`src/rtl/alu_pkg.sv`:
```
// Shared definitions for the sequential Booth multiplier: FSM states,
// default operand width and the radix-2 Booth pair encodings.
package alu_pkg;
  localparam int ALU_WIDTH = 32;

  // {Q0, Q_-1} pairs that require an add/subtract of M before the shift
  localparam logic [1:0] BOOTH_SUB = 2'b10;
  localparam logic [1:0] BOOTH_ADD = 2'b01;

  typedef enum logic [1:0] {IDLE, RUN, DONE} state_t;
endpackage

```
`src/rtl/alu_mul_seq_booth_step.sv`:
```
// One radix-2 Booth iteration: conditional add/sub of M into A, then an
// arithmetic right shift of {A, Q, Q_-1}. Purely combinational.
module booth_step
  import alu_pkg::*;
#(
  parameter int WIDTH = ALU_WIDTH
) (
  input  logic [WIDTH:0] a,
  input  logic [WIDTH:0] q,
  input  logic           q_m1,
  input  logic [WIDTH:0] m,
  output logic [WIDTH:0] a_nxt,
  output logic [WIDTH:0] q_nxt,
  output logic           q_m1_nxt
);
  logic [WIDTH:0] sum;

  always_comb begin
    sum = a;
    case ({q[0], q_m1})
      BOOTH_SUB: sum = a - m;
      BOOTH_ADD: sum = a + m;
      default:   sum = a;
    endcase
  end

  assign a_nxt    = {sum[WIDTH], sum[WIDTH:1]};
  assign q_nxt    = {sum[0], q[WIDTH:1]};
  assign q_m1_nxt = q[0];
endmodule

```
`src/rtl/alu_mul_seq.sv`:
```
// Multi-cycle Booth multiplier producing a 2*WIDTH product as hi/lo.
// Optional ALU_MUL_UNSIGNED_EN adds mul_unsigned for zero-extended (MULTU) operation.
module alu_mul_seq
  import alu_pkg::*;
#(
  parameter int WIDTH = ALU_WIDTH
) (
  input  logic             clock,
  input  logic             reset_n,
  input  logic             start,
  input  logic [WIDTH-1:0] multiplicand,
  input  logic [WIDTH-1:0] multiplier,
`ifdef ALU_MUL_UNSIGNED_EN
  input  logic             mul_unsigned,
`endif
  output logic             busy,
  output logic             done,
  output logic [WIDTH-1:0] hi,
  output logic [WIDTH-1:0] lo
);
  localparam int CW = $clog2(WIDTH + 2);
  localparam logic [CW-1:0] LAST = CW'(WIDTH);

  state_t         state;
  logic [WIDTH:0] a, q, m;
  logic           q_m1;
  logic [CW-1:0]  count;
  logic [WIDTH:0] a_nxt, q_nxt;
  logic           q_m1_nxt;
  logic           ext_m, ext_q;

  // Operands are widened by one bit so the most negative value stays exact
`ifdef ALU_MUL_UNSIGNED_EN
  assign ext_m = ~mul_unsigned & multiplicand[WIDTH-1];
  assign ext_q = ~mul_unsigned & multiplier[WIDTH-1];
`else
  assign ext_m = multiplicand[WIDTH-1];
  assign ext_q = multiplier[WIDTH-1];
`endif

  booth_step #(.WIDTH(WIDTH)) u_step (
    .a        (a),
    .q        (q),
    .q_m1     (q_m1),
    .m        (m),
    .a_nxt    (a_nxt),
    .q_nxt    (q_nxt),
    .q_m1_nxt (q_m1_nxt)
  );

  always_ff @(posedge clock or negedge reset_n) begin
    if (!reset_n) begin
      state <= IDLE;
      a     <= '0;
      q     <= '0;
      m     <= '0;
      q_m1  <= 1'b0;
      count <= '0;
      busy  <= 1'b0;
      done  <= 1'b0;
      hi    <= '0;
      lo    <= '0;
    end else begin
      case (state)
        IDLE: if (start) begin
          m     <= {ext_m, multiplicand};
          q     <= {ext_q, multiplier};
          a     <= '0;
          q_m1  <= 1'b0;
          count <= '0;
          busy  <= 1'b1;
          state <= RUN;
        end
        RUN: begin
          a     <= a_nxt;
          q     <= q_nxt;
          q_m1  <= q_m1_nxt;
          count <= count + 1'b1;
          // Final iteration: latch the low 2*WIDTH bits of {A,Q} straight from the step
          if (count == LAST) begin
            hi    <= {a_nxt[WIDTH-2:0], q_nxt[WIDTH]};
            lo    <= q_nxt[WIDTH-1:0];
            done  <= 1'b1;
            state <= DONE;
          end
        end
        DONE: begin
          done  <= 1'b0;
          busy  <= 1'b0;
          state <= IDLE;
        end
        default: state <= IDLE;
      endcase
    end
  end
endmodule
```
`config.mk`:
```
export PLATFORM = sky130hd
export DESIGN_NAME = alu_mul_seq
export DESIGN_NICKNAME = d
export VERILOG_FILES = /design/src/rtl/alu_pkg.sv /design/src/rtl/alu_mul_seq_booth_step.sv /design/src/rtl/alu_mul_seq.sv
export SDC_FILE = /design/constraint.sdc
export NUM_CORES = 1
export LEC_CHECK = 0
export ABC_AREA = 0
export BUFFER_PORTS_ARGS = -buffer_cell sky130_fd_sc_hd__buf_4
export CAP_MARGIN = 10
export CORE_MARGIN = 2
export CORE_UTILIZATION = 39
export CTS_BUF_LIST = sky130_fd_sc_hd__clkbuf_4 sky130_fd_sc_hd__clkbuf_8
export DETAILED_ROUTE_END_ITERATION = 16
export GPL_ROUTABILITY_DRIVEN = 0
export SLEW_MARGIN = 20
export SYNTH_ARGS = -nofsm -noshare
export SYNTH_HDL_FRONTEND = slang
export SYNTH_SLANG_ARGS = --single-unit
```
`constraint.sdc`:
```
create_clock -name clock -period 7.4 [get_ports clock]
set_input_delay 1.11 -clock clock [delete_from_list [all_inputs] [get_ports clock]]
set_output_delay 1.11 -clock clock [all_outputs]
set_load 0.01 [all_outputs]
```
After elaboration in Yosys (flattened, before gate mapping):

Cells that the tools add are included.

* input port bits: 67
* output and inout port bits: 66
* bits in registers: 173

* $add $sub $neg: 3
* muxes and demuxes: 16
* equality and inequality tests: 7
* reduce and logical (&&, ||, !) cells: 10

Operators by type and width (number)
* $pmux 33 s2: 3
* $mux 33: 2
* $add 33x33->33: 1
* $sub 33x33->33: 1
* $pmux 6 s2: 1
* $reduce_and 2->1: 6
* $add 6x1->6 const B: 1
* $eq 6x6->1 const B: 1
* $mux 6: 1
* $pmux 1 s2: 3
* $reduce_bool 2->1: 3
* $eq 2x1->1 const B: 2
* $eq 2x2->1 const B: 2
* $mux 2: 2
* $ne 2x2->1 const B: 2
* $pmux 2 s2: 1
* $mux 1: 3
* $logic_not 2->1: 1

Longest topological paths before layout:

Gate-level depths: netlist of run 1.

* depth in word-level cells: 3
* gate-level depth with buffers: 18
* depth with buffers taken out: 18

By module:

From an unflattened synthesis of run 1, not the netlist that was laid out.

* cells, all modules: 1019
* area total of the unflattened synthesis: 10682.7 um^2

Modules (own cells, without submodules)
* alu_mul_seq: instances 1, area each 7230.7 um^2, cells each 511, seq. area each 4329.2 um^2
* booth_step: instances 1, area each 3452.1 um^2, cells each 508, seq. area each 0.0 um^2

Worst setup path after synthesis of run 1:

Ideal clock, no wire load.

* kind: reg-to-reg
* start: reg m[3]
* end: reg a[30]
* required time: 7278 ps
* library setup time: 122 ps
* stages on the path, launching flop included: 19
* clock period less this slack: 3882 ps
* arrival time: 3761 ps
* path buffers: 0
* setup slack: 3518 ps
* cell sequence: dfrtp_1 -> or3_4 -> nor4_2 -> and3_1 -> nand2_1 -> or3_1 -> nor2_1 -> a21oi_1 -> xor2_1 -> ha_1 -> inv_1 -> nor2_1 -> o21ai_0 -> nand2b_1 -> a311oi_2 -> a21oi_1 -> a31oi_1 -> mux2i_1 -> nand2_1

* longest elaborated chain between the ends: 3
* elaborated cells between the ends (all ways): 4

Ends and longest elaborated chain
* from (decl): line alu_mul_seq.sv:25 `logic [WIDTH:0] a, q, m;`
* from (signal assigned): line alu_mul_seq.sv:66 `m <= {ext_m, multiplicand};`
* $add 33x33->33 / $sub 33x33->33 (equally long branches): line alu_mul_seq_booth_step.sv:22, alu_mul_seq_booth_step.sv:21
* $pmux 33 s2 (*): line alu_mul_seq_booth_step.sv:20 `case ({q[0], q_m1})`
* $pmux 33 s2 (*): line alu_mul_seq.sv:64 `case (state)`
* to (signal assigned): line alu_mul_seq.sv:75 `a <= a_nxt;`
* to (decl): line alu_mul_seq.sv:25

Mark *: on every way between the ends. The rest lies on a longest branch, timed or not.
A chain may end at the register's enable or synchronous reset.

Final worst setup path of run 1:

* start: reg m[3]
* end: reg hi[31]

* longest elaborated chain between the ends: 2
* elaborated cells between the ends (all ways): 3

Ends and longest elaborated chain
* $add 33x33->33 / $sub 33x33->33 (equally long branches): line alu_mul_seq_booth_step.sv:22, alu_mul_seq_booth_step.sv:21
* $pmux 33 s2 (*): line alu_mul_seq_booth_step.sv:20
* to (signal assigned): line alu_mul_seq.sv:81 `hi <= {a_nxt[WIDTH-2:0], q_nxt[WIDTH]};`
* to (decl): line alu_mul_seq.sv:18 `output logic [WIDTH-1:0] hi,`

Marked as above.

==> results of run 1 <==
[power by group through the flow]
stage | combinational (mW) | clock, mW | sequential, mW
floorplan | 2.81 | 0 | 1.75
global placement | 3.83 | 0 | 1.77
detailed placement | 3.86 | 0 | 1.77
CTS | 3.88 | 0.718 | 1.76
global route | 4.35 | 0.760 | 1.82
finish | 3.88 | 0.696 | 1.76
[final timing paths]
kind,startpoint,end
setup / recovery,m[3],hi[31]
hold / removal,hi[14],hi[14]
min in group asynchronous,reset_n,m[29]
setup reg to reg,m[3],hi[31]
max in group asynchronous,reset_n,a[14]
hold reg to reg,hi[14],hi[14]
[worst reg2reg max path: stages (launching register included)]
cell and delay [ns]:
sky130_fd_sc_hd__dfrtp_1 0.43, sky130_fd_sc_hd__or3_4 0.42, sky130_fd_sc_hd__nor4_2 0.25, sky130_fd_sc_hd__and3_1 0.26, sky130_fd_sc_hd__nand2_1 0.13, sky130_fd_sc_hd__or3_1 0.40, sky130_fd_sc_hd__nor2_1 0.25, sky130_fd_sc_hd__a21oi_1 0.12
sky130_fd_sc_hd__xor2_1 0.18, sky130_fd_sc_hd__ha_1 0.37, sky130_fd_sc_hd__inv_1 0.15, sky130_fd_sc_hd__nor2_1 0.06, sky130_fd_sc_hd__o21ai_0 0.15, sky130_fd_sc_hd__nand2b_1 0.09, sky130_fd_sc_hd__a311oi_2 0.32, sky130_fd_sc_hd__a21oi_1 0.17
sky130_fd_sc_hd__a31oi_1 0.31, sky130_fd_sc_hd__mux2i_1 0.22, sky130_fd_sc_hd__nand2_1 0.06
[routing by layer]
metal / part of all wire, % / GRT usage (%) / up-vias
met1: 47 / 27.9 / 3850
li1: - / - / 3972
met4: 1.9 / 6.01 / 0
met3: 3.3 / 3.43 / 31
met2: 48 / 32.9 / 161
met5: 0 / 0 / -
[logic make-up (layout without fill, tap and decap cells)]
logic type               count (synthesis)  count (layout)  share of synthesized area [%]
AO/OA/AOI/OAI                          306             306                           20.2
XOR/XNOR                                55              55                           5.16
adder cells (fa/ha/maj)                 37              37                           5.04
buffers and inverters                   84             193                           3.47
flip-flops                             172             172                           46.1
multiplexers                            14              14                           1.57
AND/OR/NAND/NOR                        407             407                           18.4
[cell usage after synthesis (all sizes together) (2+ instances only)]
master,n
a211oi,5
a21boi,3
a21o,13
a21oi,89
a22o,18
a311oi,2
a31o,2
a31oi,8
a32oi,3
and2,2
and3,7
buf,8
clkbuf,56
dfrtp,172
ha,36
inv,20
mux2,5
mux2i,9
nand2,286
nand2b,3
nand3,10
nand4,9
nor2,51
nor2b,4
nor3,14
nor3b,5
nor4,7
o211ai,3
o21a,7
o21ai,72
o22ai,63
o31a,2
o31ai,6
or3,2
or4,3
xnor2,17
xor2,38
[sequential cells by signal, indices dropped and copies added (netlist names), 2 cells and up]
name / count
state: 2
a: 32
q: 33
hi: 32
m: 32
lo: 32
count: 6
[area by class of cell]
cell class                      count  area, µm²  area share, %
Multi-Input combinational cell    819       4730           43.0
Sequential cell                   172       4300           39.1
Timing Repair Buffer              141       1060           9.66
Tap cell                          319        399           3.63
Clock buffer                       17        234           2.13
Clock inverter                     15        194           1.76
Inverter                           20       75.1          0.683
==> tab_implementation.tex, run 1 <==
\begin{tabular}{lr}
\hline
Metric & Value \\
\hline
\multicolumn{2}{l}{\textbf{Status}} \\
\quad Run status & complete, no violations \\
\multicolumn{2}{l}{\textbf{STA}} \\
\quad Period minus WS final & roughly 4.4 ns \\
\quad Hold Worst Slack & 0.481 ns \\
\quad Worst slew slack as a fraction of its limit & $\sim$31\% \\
\quad Total count of hold-check failures in the final report & 0 \\
\quad Highest Clock Rate & 226 MHz \\
\quad Least-Margin Pin Slew & 1.04 ns \\
\quad Finish-stage setup viols & 0 \\
\quad Number of slew-limit violations in the final report & 0 \\
\quad Clock skew & approximately 0.022 ns \\
\quad Setup repair after global routing missed its margin & no \\
\quad Total negative setup slack & 0 ns \\
\quad Final period utilization & around 60\% \\
\quad Least setup slack across all paths after layout & 2.98 ns \\
\multicolumn{2}{l}{\textbf{Worst setup path}} \\
\quad Class of the most critical setup path & flop to flop \\
\quad Number of cells on the worst reg-to-reg path & 18 \\
\quad Crit path largest cell delay & $\sim$0.43 ns \\
\quad CP max-delay cell & sky130\_fd\_sc\_hd\_\_dfrtp\_1 \\
\quad WP data required & $\sim$7.8 ns \\
\quad CP endpoint kind & flop \\
\quad Arrival time of data at the critical path endpoint & $\sim$4.8 ns \\
\quad Setup slack, reg-to-reg & just under 3 ns \\
\quad Cell chain of the critical path & or3\_4 -> nor4\_2 -> and3\_1 -> nand2\_1 -> or3\_1 -> nor2\_1 -> a21oi\_1 -> xor2\_1 -> ha\_1 -> inv\_1 -> nor2\_1 -> o21ai\_0 -> nand2b\_1 -> a311oi\_2 -> a21oi\_1 -> a31oi\_1 -> mux2i\_1 -> nand2\_1 \\
\quad Top cell family by delay on the critical path & simple AND/OR/NAND/NOR gates \\
\quad Setup crit start kind & flop \\
\quad Crit. path cell count & 18 \\
\quad Buffers and inverters on the worst path & 1 \\
\quad Maximum fanout encountered on the critical timing path & 7 \\
\multicolumn{2}{l}{\textbf{Placed design}} \\
\quad Area post-placement & 10600 µm² \\
\quad Dpl hpwl & around 17000 µm \\
\quad Pre-CTS setup slack & about 3.0 ns \\
\quad Port buffer count & $\sim$130 \\
\quad Placed instance count & approximately 1500 \\
\multicolumn{2}{l}{\textbf{Clocking}} \\
\quad Library cell used as clock root buffer & sky130\_fd\_sc\_hd\_\_clkbuf\_8 \\
\quad Post-CTS setup buffer count & 0 \\
\quad Total number of clock tree sinks & approximately 170 \\
\quad CTS clock-pin slew for the worst setup and hold paths & 0.10 ns \\
\quad CTS H-tree lvls & 4 \\
\quad CTS Buffer Depth & 2 \\
\quad Skew-Pair Late Insertion Delay & 0.47 ns \\
\quad Post\_cts resized & 0 \\
\quad Number of buffers added by the clock tree synthesis step & 17 \\
\quad Clock tree from TritonCTS & yes \\
\quad Hold-fix buffer count after cts & 0 \\
\multicolumn{2}{l}{\textbf{Yosys}} \\
\quad Synthesized instance count & between 1000 and 1500 \\
\quad Netlist cell types & 65 \\
\quad Ys Warns & 0 \\
\quad Async set-or-reset flop fraction in the synthesized netlist & 100\% \\
\quad Post-Syn Area per Cell & 8.68 µm² \\
\quad Post-Syn Area & around 9300 µm² \\
\quad Proportion of synthesized chip area in sequential cells & between 40\% and 50\% \\
\quad Syn Nets & $\sim$1200 \\
\quad Cell type with the highest aggregate area in the netlist & sky130\_fd\_sc\_hd\_\_dfrtp\_1 \\
\quad Post-synth top area share & 46.1\% \\
\quad Number of enable flip-flop cells after synthesis & 0 \\
\quad Top flip-flop cell by instance count after synthesis & sky130\_fd\_sc\_hd\_\_dfrtp\_1 \\
\quad Number of register bits inferred by synthesis & about 170 \\
\quad Top cells by area, synth & sky130\_fd\_sc\_hd\_\_dfrtp\_1 46\%, sky130\_fd\_sc\_hd\_\_nand2\_1 12\%, sky130\_fd\_sc\_hd\_\_ha\_1 4.8\% \\
\multicolumn{2}{l}{\textbf{Power and ir drop}} \\
\quad Logic gate share of total power & between 60 and 70\% \\
\quad Sequential fraction of design power & between 20\% and 30\% \\
\quad Internal portion of total power & 3.28 mW \\
\quad P\_sw & 3.06 mW \\
\quad Final Power & 6.34 mW \\
\quad Standby leakage power & between 5 and 6 nW \\
\quad Maximum ir drop on the vdd rail & roughly 0.21 mV \\
\quad Proportion of total power due to net switching & between 40\% and 50\% \\
\quad Clock share of power & 11.0\% \\
\quad Power density normalized to cell area & just under 600 nW/µm² \\
\multicolumn{2}{l}{\textbf{Worst hold path}} \\
\quad Classification of the worst-slack hold path & flop to flop \\
\quad WHS Path Cells & 2 \\
\multicolumn{2}{l}{\textbf{Die}} \\
\quad Initial Utilization & about two fifths \\
\quad Io pins & between 100 and 150 \\
\quad Die Width & between 150 and 200 µm \\
\quad Area enclosed by the die boundary & 25200 µm² \\
\quad Height of the die & about 160 µm \\
\quad Std-Cell Core Area & $\sim$23000 µm² \\
\quad Site row count & 56 \\
\multicolumn{2}{l}{\textbf{Final layout}} \\
\quad Most common library cell in the layout ignoring fill and taps & sky130\_fd\_sc\_hd\_\_nand2\_1 \\
\quad Area Overhead vs Synth & 17.8\% \\
\quad Final design area excluding fillers & 11000 µm² \\
\quad End-of-flow core utilization & roughly 47\% \\
\quad \# diodes & 0 \\
\quad Leading cell types in the layout, fill and taps excluded & 283 x sky130\_fd\_sc\_hd\_\_nand2\_1, 172 x sky130\_fd\_sc\_hd\_\_dfrtp\_1, 140 x sky130\_fd\_sc\_hd\_\_buf\_4 \\
\quad Fraction of layout cells with a size suffix above 1 & 16.9\% \\
\quad Number of fill cells & around 2300 \\
\quad Post-layout nets & roughly 1300 \\
\quad Final cell count without fillers & between 1500 and 2000 \\
\multicolumn{2}{l}{\textbf{Routing}} \\
\quad Number of design-rule violations left by the first detailed-router iteration & between 400 and 500 \\
\quad Antenna viol nets, final & 0 \\
\quad Detailed-route via count & approximately 8000 \\
\quad Routed wire per std cell & around 16 µm \\
\quad 1st-pass router iterations & 5 \\
\quad Residual DRC & 0 \\
\quad Average via count per standard cell & around 5.3 \\
\quad WL final & between 20000 and 25000 µm \\
\multicolumn{2}{l}{\textbf{Global route}} \\
\quad Pin count of the biggest net entering global routing & between 70 and 80 \\
\quad Number of global-route vias before repair & around 7700 \\
\quad Gr usage total & between 20 and 25\% \\
\quad First-pass GRT wire length & $\sim$40000 µm \\
\quad Number of antenna violations at the first check in global routing & 0 \\
\quad GR Overflow Total & 0 \\
\multicolumn{2}{l}{\textbf{Run}} \\
\quad Max cap viols & 0 \\
\hline
\end{tabular}
(Power assumes the default switching activity.)
==> run 2, diff against run 1 <==
Clock period 7.4 ns to 3.85 ns, I/O delays scaled along.
==> run 2 against run 1 <==
The flow now finishes with violations (setup timing). Register-to-register slack worse by 3.0 ns. Combinational power is 120% higher. Flip-flop and latch count stayed put. Hold slack worse by 0.34 ns. Fmax is 14% higher. Via count is 3.0% higher. Routed wire length is 2.8% higher. Critical endpoint is now hi[30]. Largest power group unchanged.
==> tab_implementation.tex, run 2 (same netlist as run 1, synthesis figures left out) <==
\begin{tabular}{lr}
\hline
Metric & Value \\
\hline
\multicolumn{2}{l}{\textbf{Status}} \\
\quad Run status & finished with violations \\
\quad Violations in the final reports & setup timing \\
\multicolumn{2}{l}{\textbf{Clocking}} \\
\quad CTS Buffer Depth & 2 (unchanged) \\
\quad CTS H-tree lvls & 4 (unchanged) \\
\quad Hold-fix buffer count after cts & 0 (unchanged) \\
\quad Number of buffers added by the clock tree synthesis step & 17 (unchanged) \\
\quad Clock tree from TritonCTS & yes \\
\quad Total number of clock tree sinks & 172 (unchanged) \\
\quad Library cell used as clock root buffer & sky130\_fd\_sc\_hd\_\_clkbuf\_8 \\
\quad CTS clock-pin slew for the worst setup and hold paths & 0.11 ns (about the same) \\
\quad Skew-Pair Late Insertion Delay & 0.49 ns (+0.02 ns) \\
\multicolumn{2}{l}{\textbf{Worst setup path}} \\
\quad Cell chain of the critical path & or3\_4 -> nor4\_4 -> and3\_4 -> buf\_4 -> a21oi\_1 -> xor2\_1 -> ha\_1 -> and3\_4 -> nand4\_1 -> o221a\_2 -> o21ai\_1 -> o21ba\_4 -> o31a\_1 -> xnor2\_1 -> mux2i\_1 -> o21ai\_1 \\
\quad CP endpoint kind & flop \\
\quad Crit path largest cell delay & 0.42 ns (about the same) \\
\quad WP data required & 4.19 ns (-3.57 ns) \\
\quad Arrival time of data at the critical path endpoint & 4.22 ns (-0.56 ns) \\
\quad Startpoint of the worst-slack reg-to-reg timing path & m[3] \\
\quad Worst setup path start & m[3] \\
\quad Setup crit start kind & flop \\
\quad Maximum fanout encountered on the critical timing path & 5 (-2) \\
\quad CP max-delay cell & sky130\_fd\_sc\_hd\_\_or3\_4 \\
\quad Class of the most critical setup path & flop to flop \\
\multicolumn{2}{l}{\textbf{Routing}} \\
\quad 1st-pass router iterations & 5 (unchanged) \\
\quad Detailed-route via count & 8257 (+3.0\%) \\
\quad Antenna viol nets, final & 0 (unchanged) \\
\quad WL final & 25300 µm (+2.8\%) \\
\quad Routed wire per std cell & 16.2 µm (-1.2\%) \\
\quad Residual DRC & 0 (unchanged) \\
\quad Average via count per standard cell & 5.28 (-0.99\%) \\
\quad Number of design-rule violations left by the first detailed-router iteration & 487 (+2.7\%) \\
\multicolumn{2}{l}{\textbf{Power and ir drop}} \\
\quad Standby leakage power & 5.48 nW (+6.5\%) \\
\quad Sequential fraction of design power & 25.4\% (-2.3 points) \\
\quad Maximum ir drop on the vdd rail & 0.426 mV (+100\%) \\
\quad Power density normalized to cell area & 1140 nW/µm² (+98\%) \\
\quad Proportion of total power due to net switching & 46.5\% (-1.8 points) \\
\quad Clock share of power & 10.1\% (-0.9 points) \\
\quad Logic gate share of total power & 64.5\% (+3.2 points) \\
\quad Internal portion of total power & 7.09 mW (+120\%) \\
\quad P\_sw & 6.17 mW (+100\%) \\
\multicolumn{2}{l}{\textbf{Global route}} \\
\quad Pin count of the biggest net entering global routing & 82 (+6.5\%) \\
\quad Number of global-route vias before repair & 8200 (+6.4\%) \\
\quad Gr usage total & 20.8\% (+0.54 points) \\
\quad GR Overflow Total & 0 (unchanged) \\
\quad Number of antenna violations at the first check in global routing & 0 (unchanged) \\
\quad First-pass GRT wire length & 41600 µm (+3.5\%) \\
\multicolumn{2}{l}{\textbf{Die}} \\
\quad Io pins & 133 (unchanged) \\
\quad Die Width & 159 µm (unchanged) \\
\quad Site row count & 56 (unchanged) \\
\quad Height of the die & 159 µm (unchanged) \\
\quad Std-Cell Core Area & 23500 µm² (unchanged) \\
\quad Area enclosed by the die boundary & 25200 µm² (unchanged) \\
\quad Initial Utilization & 39.8\% (unchanged) \\
\multicolumn{2}{l}{\textbf{STA}} \\
\quad Setup repair after global routing missed its margin & yes \\
\quad Total count of hold-check failures in the final report & 0 (unchanged) \\
\quad Least setup slack across all paths after layout & -0.0294 ns (-3.01 ns) \\
\quad Highest Clock Rate & 258 MHz (+14\%) \\
\quad Total negative setup slack & -0.0410 ns (-0.0410 ns) \\
\quad Finish-stage setup viols & 2 (+2) \\
\quad Final period utilization & 101\% (+41 points) \\
\quad Clock skew & 0.0211 ns (-0.00121 ns) \\
\quad Hold Worst Slack & 0.143 ns (-0.338 ns) \\
\quad Number of slew-limit violations in the final report & 0 (unchanged) \\
\quad Worst slew slack as a fraction of its limit & 29.3\% (-1.4 points) \\
\quad Period minus WS final & 3.88 ns (-0.541 ns) \\
\quad Least-Margin Pin Slew & 1.06 ns (+0.0203 ns) \\
\multicolumn{2}{l}{\textbf{Final layout}} \\
\quad Fraction of layout cells with a size suffix above 1 & 23.5\% (+6.6 points) \\
\quad Most common library cell in the layout ignoring fill and taps & sky130\_fd\_sc\_hd\_\_nand2\_1 \\
\quad Register name with the most flops & q \\
\quad Post-layout nets & 1336 (+4.8\%) \\
\quad Leading cell types in the layout, fill and taps excluded & 281 x sky130\_fd\_sc\_hd\_\_nand2\_1, 200 x sky130\_fd\_sc\_hd\_\_buf\_4, 171 x sky130\_fd\_sc\_hd\_\_dfrtp\_1 \\
\quad Area Overhead vs Synth & 24.7\% \\
\quad \# diodes & 0 (unchanged) \\
\quad Largest register FFs & 33 (unchanged) \\
\multicolumn{2}{l}{\textbf{Placed design}} \\
\quad Port buffer count & 132 (unchanged) \\
\quad Dpl hpwl & 17300 µm (+3.4\%) \\
\multicolumn{2}{l}{\textbf{Run}} \\
\quad Max cap viols & 0 (unchanged) \\
\multicolumn{2}{l}{\textbf{Worst hold path}} \\
\quad Classification of the worst-slack hold path & input port to asynchronous set/reset pin \\
\hline
\end{tabular}
## run 2: power by group through the flow
| stage | clock network (mW) | registers, mW | logic, mW |
|---|---|---|---|
| 2_1_floorplan | 0 | 3.37 | 5.41 |
| 3_3_place_gp | 0 | 3.37 | 8.05 |
| 3_5_place_dp | 0 | 3.38 | 8.10 |
| 4_1_cts | 1.37 | 3.36 | 8.19 |
| 5_1_grt | 1.45 | 3.50 | 9.54 |
| 6_report | 1.33 | 3.37 | 8.55 |
## run 2: repair_timing
item                                    CTS  global route
buffers inserted                          0             7
endpoints found under the setup margin    7            23
gates resized for setup                   8            34
pin swaps                                 2            14
## run 2: final cells by class
type	count	area, µm²
Tap cell	319	399
Inverter	20	75.1
Fill cell	2299	11800
Clock inverter	15	186
Timing Repair Buffer	202	1530
Multi-Input combinational cell	819	4900
Sequential cell	172	4310
Clock buffer	17	234
## run 2: metrics by stage
step	util, %	total power, mW	area [µm²]	setup slack, ns	std cells
after floorplan	-	8.78	9330	0.00209	1075
final	49.6	13.3	11600	-0.0294	1564
after CTS	48.8	12.9	11400	0.00966	1557
after global placement	46.8	11.4	11000	0.0437	1525
after global routing	49.6	14.5	11600	-0.172	1564
after detailed placement	46.8	11.5	11000	-0.0652	1525
## run 2: per-layer routing
metal  vias up  part of all wire, %  global-route usage (%)
met2       159                   48                    34.5
met3        29                  3.5                    3.35
met1      3981                   47                    28.4
li1       4088                    -                       -
met4         0                  1.6                    5.49
met5         -                    0                       0
## run 2: worst max-delay path: cells and delay by family (launching register included)
family                     cells  cell delay, ns
and+or+nand+nor                5            1.29
DFF                            1            0.39
xor gates and xnor gates       2            0.28
buffers and inverters          1            0.11
adders and majority gates      1            0.37
AOI/OAI and AO/OA              6            1.11
muxes                          1            0.20
## run 2: final timing paths
kind	end	slack, ns	depth (start not counted)
worst min-delay path	m[29]	0.14	1
worst max register to register	hi[30]	-0.03	16
min in group clock	m[14]	0.27	3
max in group asynchronous	state[0]	2.70	2
worst max-delay path	hi[30]	-0.03	16
worst min register to register	hi[11]	0.48	2
